[config.mk]
export PLATFORM = sky130hd
export DESIGN_NAME = cmd_file_loader_flat
export DESIGN_NICKNAME = d
export VERILOG_FILES = /design/src/rtl/cmd_file_loader_if.sv /design/src/rtl/cmd_file_loader.sv /design/src/flat_wrapper.sv
export SDC_FILE = /design/constraint.sdc
export NUM_CORES = 1
export LEC_CHECK = 0
export CAP_MARGIN = 20
export CORE_MARGIN = 2
export CORE_UTILIZATION = 35
export DETAILED_ROUTE_END_ITERATION = 12
export PLACE_DENSITY = 0.59
export RECOVER_POWER = 100
export REMOVE_ABC_BUFFERS = 1
export SLEW_MARGIN = 15
export SYNTH_ARGS = -nofsm -noshare
export SYNTH_HDL_FRONTEND = slang
export SYNTH_SLANG_ARGS = --single-unit
[constraint.sdc]
create_clock -name clk_sys -period 3.72 [get_ports clk_sys]
set_input_delay 0.744 -clock clk_sys [delete_from_list [all_inputs] [get_ports clk_sys]]
set_output_delay 0.744 -clock clk_sys [all_outputs]
set_load 0.02 [all_outputs]
[src/rtl/cmd_file_loader_if.sv]
// Bus bundle for cmd_file_loader: ioctl download side, RAM write side and
// execute request side. The slave modport is the loader's view.
// Optional CMD_LOADER_RANGE_EN adds the load_lo/load_hi range outputs.
interface cmd_file_loader_if;
    logic        ioctl_download;
    logic        ioctl_wr;
    logic [7:0]  ioctl_data;
    logic        autorun;
    logic [1:0]  method_sel;
    logic [15:0] mem_addr;
    logic [7:0]  mem_data;
    logic        mem_wr;
    logic [15:0] execute_addr;
    logic        execute_enable;
    logic [1:0]  execute_method;
    logic        loader_busy;
    logic        load_error;
`ifdef CMD_LOADER_RANGE_EN
    logic [15:0] load_lo;
    logic [15:0] load_hi;

    modport slave (
        input  ioctl_download, ioctl_wr, ioctl_data, autorun, method_sel,
        output mem_addr, mem_data, mem_wr, execute_addr, execute_enable,
               execute_method, loader_busy, load_error, load_lo, load_hi
    );
    modport master (
        output ioctl_download, ioctl_wr, ioctl_data, autorun, method_sel,
        input  mem_addr, mem_data, mem_wr, execute_addr, execute_enable,
               execute_method, loader_busy, load_error, load_lo, load_hi
    );
`else
    modport slave (
        input  ioctl_download, ioctl_wr, ioctl_data, autorun, method_sel,
        output mem_addr, mem_data, mem_wr, execute_addr, execute_enable,
               execute_method, loader_busy, load_error
    );
    modport master (
        output ioctl_download, ioctl_wr, ioctl_data, autorun, method_sel,
        input  mem_addr, mem_data, mem_wr, execute_addr, execute_enable,
               execute_method, loader_busy, load_error
    );
`endif
endinterface

[src/rtl/cmd_file_loader.sv]
// TRS-80 /CMD image loader. Parses the ioctl download stream, writes load
// block bytes to RAM, captures the transfer address and issues a timed
// execute request when the download ends cleanly.
// Optional macro CMD_LOADER_RANGE_EN: track min/max written address.
module cmd_file_loader #(
    parameter int PULSE_LEN = 16,
    parameter int MAX_SKIP  = 256
) (
    input logic              clk_sys,
    input logic              reset,
    cmd_file_loader_if.slave bus
);

    localparam logic [3:0] S_IDLE  = 4'd0;
    localparam logic [3:0] S_TYPE  = 4'd1;
    localparam logic [3:0] S_LEN1  = 4'd2;
    localparam logic [3:0] S_ALO   = 4'd3;
    localparam logic [3:0] S_AHI   = 4'd4;
    localparam logic [3:0] S_DATA  = 4'd5;
    localparam logic [3:0] S_LEN2  = 4'd6;
    localparam logic [3:0] S_XLO   = 4'd7;
    localparam logic [3:0] S_XHI   = 4'd8;
    localparam logic [3:0] S_DONE  = 4'd9;
    localparam logic [3:0] S_LENS  = 4'd10;
    localparam logic [3:0] S_SKIP  = 4'd11;
    localparam logic [3:0] S_ERROR = 4'd12;

    logic [3:0]  state_q, state_d, cur_state;
    logic        dl_q, dl_d;
    logic        autorun_q, autorun_d;
    logic [1:0]  method_q, method_d;
    logic        xfer_seen_q, xfer_seen_d;
    logic        load_error_q, load_error_d;
    logic [8:0]  count_q, count_d;
    logic [7:0]  tmp_q, tmp_d;
    logic [15:0] addr_q, addr_d;
    logic [15:0] xaddr_q, xaddr_d;
    logic        mem_wr_q, mem_wr_d;
    logic [15:0] mem_addr_q, mem_addr_d;
    logic [7:0]  mem_data_q, mem_data_d;
    logic        exec_en_q, exec_en_d;
    logic [7:0]  pulse_cnt_q, pulse_cnt_d;
    logic        rise, fall;
    logic [8:0]  skip_len;
    logic [7:0]  din;
`ifdef CMD_LOADER_RANGE_EN
    logic [15:0] lo_q, lo_d, hi_q, hi_d;
`endif

    assign din = bus.ioctl_data;

    // Record parser, download edge handling and execute pulse timer
    always_comb begin
        rise         = bus.ioctl_download & ~dl_q;
        fall         = ~bus.ioctl_download & dl_q;
        // A byte on the same cycle as the download start is the record type
        cur_state    = rise ? S_TYPE : state_q;
        state_d      = state_q;
        dl_d         = bus.ioctl_download;
        autorun_d    = autorun_q;
        method_d     = method_q;
        xfer_seen_d  = xfer_seen_q;
        load_error_d = load_error_q;
        count_d      = count_q;
        tmp_d        = tmp_q;
        addr_d       = addr_q;
        xaddr_d      = xaddr_q;
        mem_wr_d     = 1'b0;
        mem_addr_d   = mem_addr_q;
        mem_data_d   = mem_data_q;
        exec_en_d    = exec_en_q;
        pulse_cnt_d  = pulse_cnt_q;
        skip_len     = (din == 8'd0) ? 9'd256 : {1'b0, din};
`ifdef CMD_LOADER_RANGE_EN
        lo_d         = lo_q;
        hi_d         = hi_q;
`endif

        if (exec_en_q) begin
            if (pulse_cnt_q == 8'd0) exec_en_d = 1'b0;
            else                     pulse_cnt_d = pulse_cnt_q - 8'd1;
        end

        if (rise) begin
            load_error_d = 1'b0;
            xfer_seen_d  = 1'b0;
            autorun_d    = bus.autorun;
            method_d     = bus.method_sel;
            state_d      = S_TYPE;
            exec_en_d    = 1'b0;
            pulse_cnt_d  = 8'd0;
`ifdef CMD_LOADER_RANGE_EN
            lo_d         = 16'hFFFF;
            hi_d         = 16'h0000;
`endif
        end

        if (bus.ioctl_download && bus.ioctl_wr) begin
            case (cur_state)
                S_TYPE: begin
                    if (din == 8'h01)      state_d = S_LEN1;
                    else if (din == 8'h02) state_d = S_LEN2;
                    else                   state_d = S_LENS;
                end
                S_LEN1: begin
                    // Length covers the two address bytes; 0..2 wrap to 254..256
                    count_d = (din >= 8'd3) ? ({1'b0, din} - 9'd2) : ({1'b0, din} + 9'd254);
                    state_d = S_ALO;
                end
                S_ALO: begin
                    tmp_d   = din;
                    state_d = S_AHI;
                end
                S_AHI: begin
                    addr_d  = {din, tmp_q};
                    state_d = S_DATA;
                end
                S_DATA: begin
                    mem_wr_d   = 1'b1;
                    mem_addr_d = addr_q;
                    mem_data_d = din;
                    addr_d     = addr_q + 16'd1;
`ifdef CMD_LOADER_RANGE_EN
                    if (addr_q < lo_q) lo_d = addr_q;
                    if (addr_q > hi_q) hi_d = addr_q;
`endif
                    if (count_q == 9'd1) state_d = S_TYPE;
                    else                 count_d = count_q - 9'd1;
                end
                S_LEN2: state_d = S_XLO;
                S_XLO: begin
                    tmp_d   = din;
                    state_d = S_XHI;
                end
                S_XHI: begin
                    xaddr_d     = {din, tmp_q};
                    xfer_seen_d = 1'b1;
                    state_d     = S_DONE;
                end
                S_LENS: begin
                    if (int'(skip_len) > MAX_SKIP) begin
                        load_error_d = 1'b1;
                        state_d      = S_ERROR;
                    end else begin
                        count_d = skip_len;
                        state_d = S_SKIP;
                    end
                end
                S_SKIP: begin
                    if (count_q == 9'd1) state_d = S_TYPE;
                    else                 count_d = count_q - 9'd1;
                end
                default: ;
            endcase
        end

        if (fall) begin
            // Only a record boundary is a legal end of file
            if (state_q != S_DONE && state_q != S_TYPE) begin
                load_error_d = 1'b1;
            end else if (xfer_seen_q && !load_error_q && autorun_q) begin
                exec_en_d   = 1'b1;
                pulse_cnt_d = 8'(PULSE_LEN - 1);
            end
            state_d = S_IDLE;
        end
    end

    // State and output registers, cleared asynchronously
    always_ff @(posedge clk_sys or posedge reset) begin
        if (reset) begin
            state_q      <= S_IDLE;
            dl_q         <= 1'b0;
            autorun_q    <= 1'b0;
            method_q     <= 2'b00;
            xfer_seen_q  <= 1'b0;
            load_error_q <= 1'b0;
            count_q      <= 9'd0;
            tmp_q        <= 8'd0;
            addr_q       <= 16'h0000;
            xaddr_q      <= 16'h0000;
            mem_wr_q     <= 1'b0;
            mem_addr_q   <= 16'h0000;
            mem_data_q   <= 8'd0;
            exec_en_q    <= 1'b0;
            pulse_cnt_q  <= 8'd0;
`ifdef CMD_LOADER_RANGE_EN
            lo_q         <= 16'hFFFF;
            hi_q         <= 16'h0000;
`endif
        end else begin
            state_q      <= state_d;
            dl_q         <= dl_d;
            autorun_q    <= autorun_d;
            method_q     <= method_d;
            xfer_seen_q  <= xfer_seen_d;
            load_error_q <= load_error_d;
            count_q      <= count_d;
            tmp_q        <= tmp_d;
            addr_q       <= addr_d;
            xaddr_q      <= xaddr_d;
            mem_wr_q     <= mem_wr_d;
            mem_addr_q   <= mem_addr_d;
            mem_data_q   <= mem_data_d;
            exec_en_q    <= exec_en_d;
            pulse_cnt_q  <= pulse_cnt_d;
`ifdef CMD_LOADER_RANGE_EN
            lo_q         <= lo_d;
            hi_q         <= hi_d;
`endif
        end
    end

    assign bus.mem_addr       = mem_addr_q;
    assign bus.mem_data       = mem_data_q;
    assign bus.mem_wr         = mem_wr_q;
    assign bus.execute_addr   = xaddr_q;
    assign bus.execute_enable = exec_en_q;
    assign bus.execute_method = method_q;
    assign bus.loader_busy    = dl_q;
    assign bus.load_error     = load_error_q;
`ifdef CMD_LOADER_RANGE_EN
    assign bus.load_lo        = lo_q;
    assign bus.load_hi        = hi_q;
`endif

endmodule
[src/flat_wrapper.sv]
// flat-port wrapper written by rule: the top's interface ports become plain ports
module cmd_file_loader_flat 
#(
    parameter int PULSE_LEN = 16,
    parameter int MAX_SKIP  = 256
)
  (clk_sys, reset, bus_ioctl_download, bus_ioctl_wr, bus_ioctl_data, bus_autorun, bus_method_sel, bus_mem_addr, bus_mem_data, bus_mem_wr, bus_execute_addr, bus_execute_enable, bus_execute_method, bus_loader_busy, bus_load_error);
  cmd_file_loader_if bus_i ();
  input logic clk_sys;
  input logic reset;
  input wire logic [$bits(bus_i.ioctl_download)-1:0] bus_ioctl_download;
  input wire logic [$bits(bus_i.ioctl_wr)-1:0] bus_ioctl_wr;
  input wire logic [$bits(bus_i.ioctl_data)-1:0] bus_ioctl_data;
  input wire logic [$bits(bus_i.autorun)-1:0] bus_autorun;
  input wire logic [$bits(bus_i.method_sel)-1:0] bus_method_sel;
  output wire logic [$bits(bus_i.mem_addr)-1:0] bus_mem_addr;
  output wire logic [$bits(bus_i.mem_data)-1:0] bus_mem_data;
  output wire logic [$bits(bus_i.mem_wr)-1:0] bus_mem_wr;
  output wire logic [$bits(bus_i.execute_addr)-1:0] bus_execute_addr;
  output wire logic [$bits(bus_i.execute_enable)-1:0] bus_execute_enable;
  output wire logic [$bits(bus_i.execute_method)-1:0] bus_execute_method;
  output wire logic [$bits(bus_i.loader_busy)-1:0] bus_loader_busy;
  output wire logic [$bits(bus_i.load_error)-1:0] bus_load_error;
  assign bus_i.ioctl_download = bus_ioctl_download;
  assign bus_i.ioctl_wr = bus_ioctl_wr;
  assign bus_i.ioctl_data = bus_ioctl_data;
  assign bus_i.autorun = bus_autorun;
  assign bus_i.method_sel = bus_method_sel;
  assign bus_mem_addr = bus_i.mem_addr;
  assign bus_mem_data = bus_i.mem_data;
  assign bus_mem_wr = bus_i.mem_wr;
  assign bus_execute_addr = bus_i.execute_addr;
  assign bus_execute_enable = bus_i.execute_enable;
  assign bus_execute_method = bus_i.execute_method;
  assign bus_loader_busy = bus_i.loader_busy;
  assign bus_load_error = bus_i.load_error;
  cmd_file_loader #(.PULSE_LEN(PULSE_LEN), .MAX_SKIP(MAX_SKIP)) u_core (.clk_sys(clk_sys), .reset(reset), .bus(bus_i));
endmodule
==> impl_metrics.toml <==
[global_route]
grt_util_all_layers_pct = 17.5
grt_pass1_wl_microns = 19900
antenna_found_initial = 0
grt_max_degree = 61
grt.overflow.total = 0
grt_pass1_vias = 3772

[placed_design]
pre_cts_slack_ps = 610
io_buffers = 60
numPlacedInstances = 717
hpwl_microns = 8310
place.gp.congestion = 0.840

[drt]
met3WireLength_microns = 631
drc_errors = 0
wl_met2_microns = 5260
detail_route.vias_per_cell = 5.29
wirelength_microns = 11900
wl_per_cell_microns = 16.3
ant_nets = 0
via_count = 3868
drt_first_pass_iters = 4
wl_met1_microns = 5810
dr.max_layer_used = "met4"
drt_iter0_markers = 269

[layout]
postLayoutCoreUtil_pct = 43.5
num_antenna_cells = 0
fin_cells = 731
final_common_cell = "nand2_1"
final_cell_mix = "nand2_1 (98), dfrtp_1 (93), dlygate4sd3_1 (49)"
multi_input_area_sq_um = 2190
seqCellArea_sq_um = 2330
syn2layout_area_growth_pct = 22.2
finalNetCount = 573
drive_gt1_share_pct = 9.37
fillCellCount = 1293

[clock_tree]
clock_latency_ps = 340
cts_tree = "yes"
h-tree-depth = 3
clkSinkCount = 93
hold_buffers = 0
clockBufferDepth = 2
clk_pin_slew_ps = 60
cts_setup_buffers = 0
cts_resized = 0
cts_buffers = 9
clockRootBuffer = "clkbuf_16"

[yosys]
synth-seq-cells = 93
async_reset_ff_share_pct = 100
ys_seq_area_share_pct = 49.6
syn_area_per_cell_sq_um = 9.54
synthDistinctLibCells = 67
syn_area_sq_um = 4690
synth_flop_cell = "dfrtp_1"
syn_inst = 492
ys_warn_count = 0
synth_edf_count = 0

[critical_path]
crit_type = "in2reg"
worstPathArrival_ps = 3380
worstPathMaxFanout = 16
endpoint_kind = "flip-flop"
worst_ep_required_time_ps = 3950
cp-start-kind = "primary input"

[sta]
final_hold_viol_count = 0
fmax_mhz = 318
timing.final.crit_share_pct = 84.6
postLayoutSetupSlackWorst_ps = 573
setup_violations = 0
fin_skew_ps = 5.59
rsz0062_at_grt = "no"
whs_ps = 469
finalSetupTns_ps = 0
min_period_ps = 3150
maxSlewHeadroom_pct = -6.63
worst_slew_pin_slew_ps = 1590
slew_violations = 34

[power_and_ir_drop]
leakage_nw = 2.65
cellPowerDensity_nw_per_um2 = 494
peakVddDrop_mv = 0.326

[status]
violations = "max-capacitance violations, max-slew violations"
status = "complete, but fails checks"

[run]
cap_violations = 1

[worst_hold_path]
holdCritPathClass = "reg2reg"

[floorplan]
core-area_sq_um = 13200
dieArea_sq_um = 14400
start_util_pct = 35.6
die_x_microns = 120
num_rows = 42
pin_count = 61
die_h_microns = 120
==> through the flow <==
stage,area [sq um],power [mW]
2_1_floorplan,4590,1.75
3_3_place_gp,5520,2.04
3_5_place_dp,5520,2.05
4_1_cts,5780,2.89
5_1_grt,5740,2.99
6_report,5740,2.83
==> worst paths after layout <==
kind	from	to	slack, ps	cells past startpoint
max	bus_ioctl_download	u_core.bus.execute_addr[4]	570	6
min	u_core.bus.mem_addr[13]	u_core.bus.mem_addr[13]	470	2
max reg2reg	u_core.state_q[0]	u_core.addr_q[15]	1200	6
min reg2reg	u_core.bus.mem_addr[13]	u_core.bus.mem_addr[13]	470	2
max in group asynchronous	reset	u_core.count_q[5]	1570	3
min in group asynchronous	reset	u_core.bus.mem_addr[6]	1240	2
==> logic make-up (layout without fill, tap and decap cells) <==
family                   after synthesis  after routing  synth area share (%)
adder cells (fa/ha/maj)                6              6                  1.60
multiplexers                          26             26                  6.21
XOR/XNOR                              12             12                  2.24
AND/OR/NAND/NOR                      204            204                  21.3
buffers and inverters                 38            101                  3.41
AO/OA/AOI/OAI                        113            113                  15.7
flip-flops                            93             93                  49.6
==> layer usage <==
metal | track usage [%] | vias to the layer above
met1 | 25.6 | 1903
li1 | - | 1869
met2 | 25.8 | 80
met5 | 0 | -
met4 | 5.29 | 0
met3 | 4.28 | 16
==> report_power, final <==
group	internal (mW)	switching (mW)	leakage (nW)	total (mW)
Clock	0.444	0.380	0.116	0.824
Combinational	0.298	0.319	1.29	0.617
Sequential	1.19	0.198	1.24	1.39
Total	1.94	0.896	2.65	2.83
==> area by class of cell <==
class	count	share of cell area (%)
clock buffers	10	3.99
clock inverters	4	0.480
flip-flops and latches	93	40.6
inverters	14	0.938
multi-input cells	361	38.1
well taps	176	3.84
repair buffers	73	12.1
==> state kept, by name (all words and copies together) (netlist names), 2 cells and up <==
register / count
u_core.count_q: 9
u_core.bus.execute_addr: 16
u_core.state_q: 4
u_core.bus.mem_addr: 16
u_core.bus.execute_method: 2
u_core.addr_q: 16
u_core.pulse_cnt_q: 8
u_core.bus.mem_data: 8
u_core.tmp_q: 8
==> worst max-delay path, stage by stage <==
cell	delay [ps]
dlygate4sd3_1	740
and2_0	480
nand2_1	180
nor3_1	340
clkbuf_2	490
mux2_2	390
==> Yosys cell counts (3+ instances only) <==
library cell | instances | area share [%]
mux2_1 | 6 | 1.4
nand2b_1 | 9 | 1.2
nor3_1 | 6 | 0.64
mux2_2 | 19 | 4.6
inv_1 | 13 | 1.0
or3_1 | 3 | 0.40
o21a_1 | 4 | 0.64
xor2_1 | 3 | 0.56
o21ai_0 | 27 | 2.9
o211ai_1 | 5 | 0.80
and3_1 | 3 | 0.40
clkbuf_1 | 11 | 0.88
nand3_1 | 14 | 1.5
nor2_1 | 33 | 2.6
a22oi_1 | 4 | 0.64
o22ai_1 | 7 | 0.93
a22o_1 | 3 | 0.56
nand2_1 | 98 | 7.8
xnor2_1 | 9 | 1.7
a31oi_1 | 4 | 0.53
a21oi_1 | 30 | 3.2
o21ai_1 | 4 | 0.43
nor2b_1 | 5 | 0.67
a221o_1 | 3 | 0.64
a21o_1 | 3 | 0.48
buf_2 | 11 | 1.2
or4_1 | 4 | 0.64
nand4_1 | 7 | 0.93
ha_1 | 6 | 1.6
dfrtp_1 | 93 | 50
No activity file was read; power rests on OpenSTA's default activity.
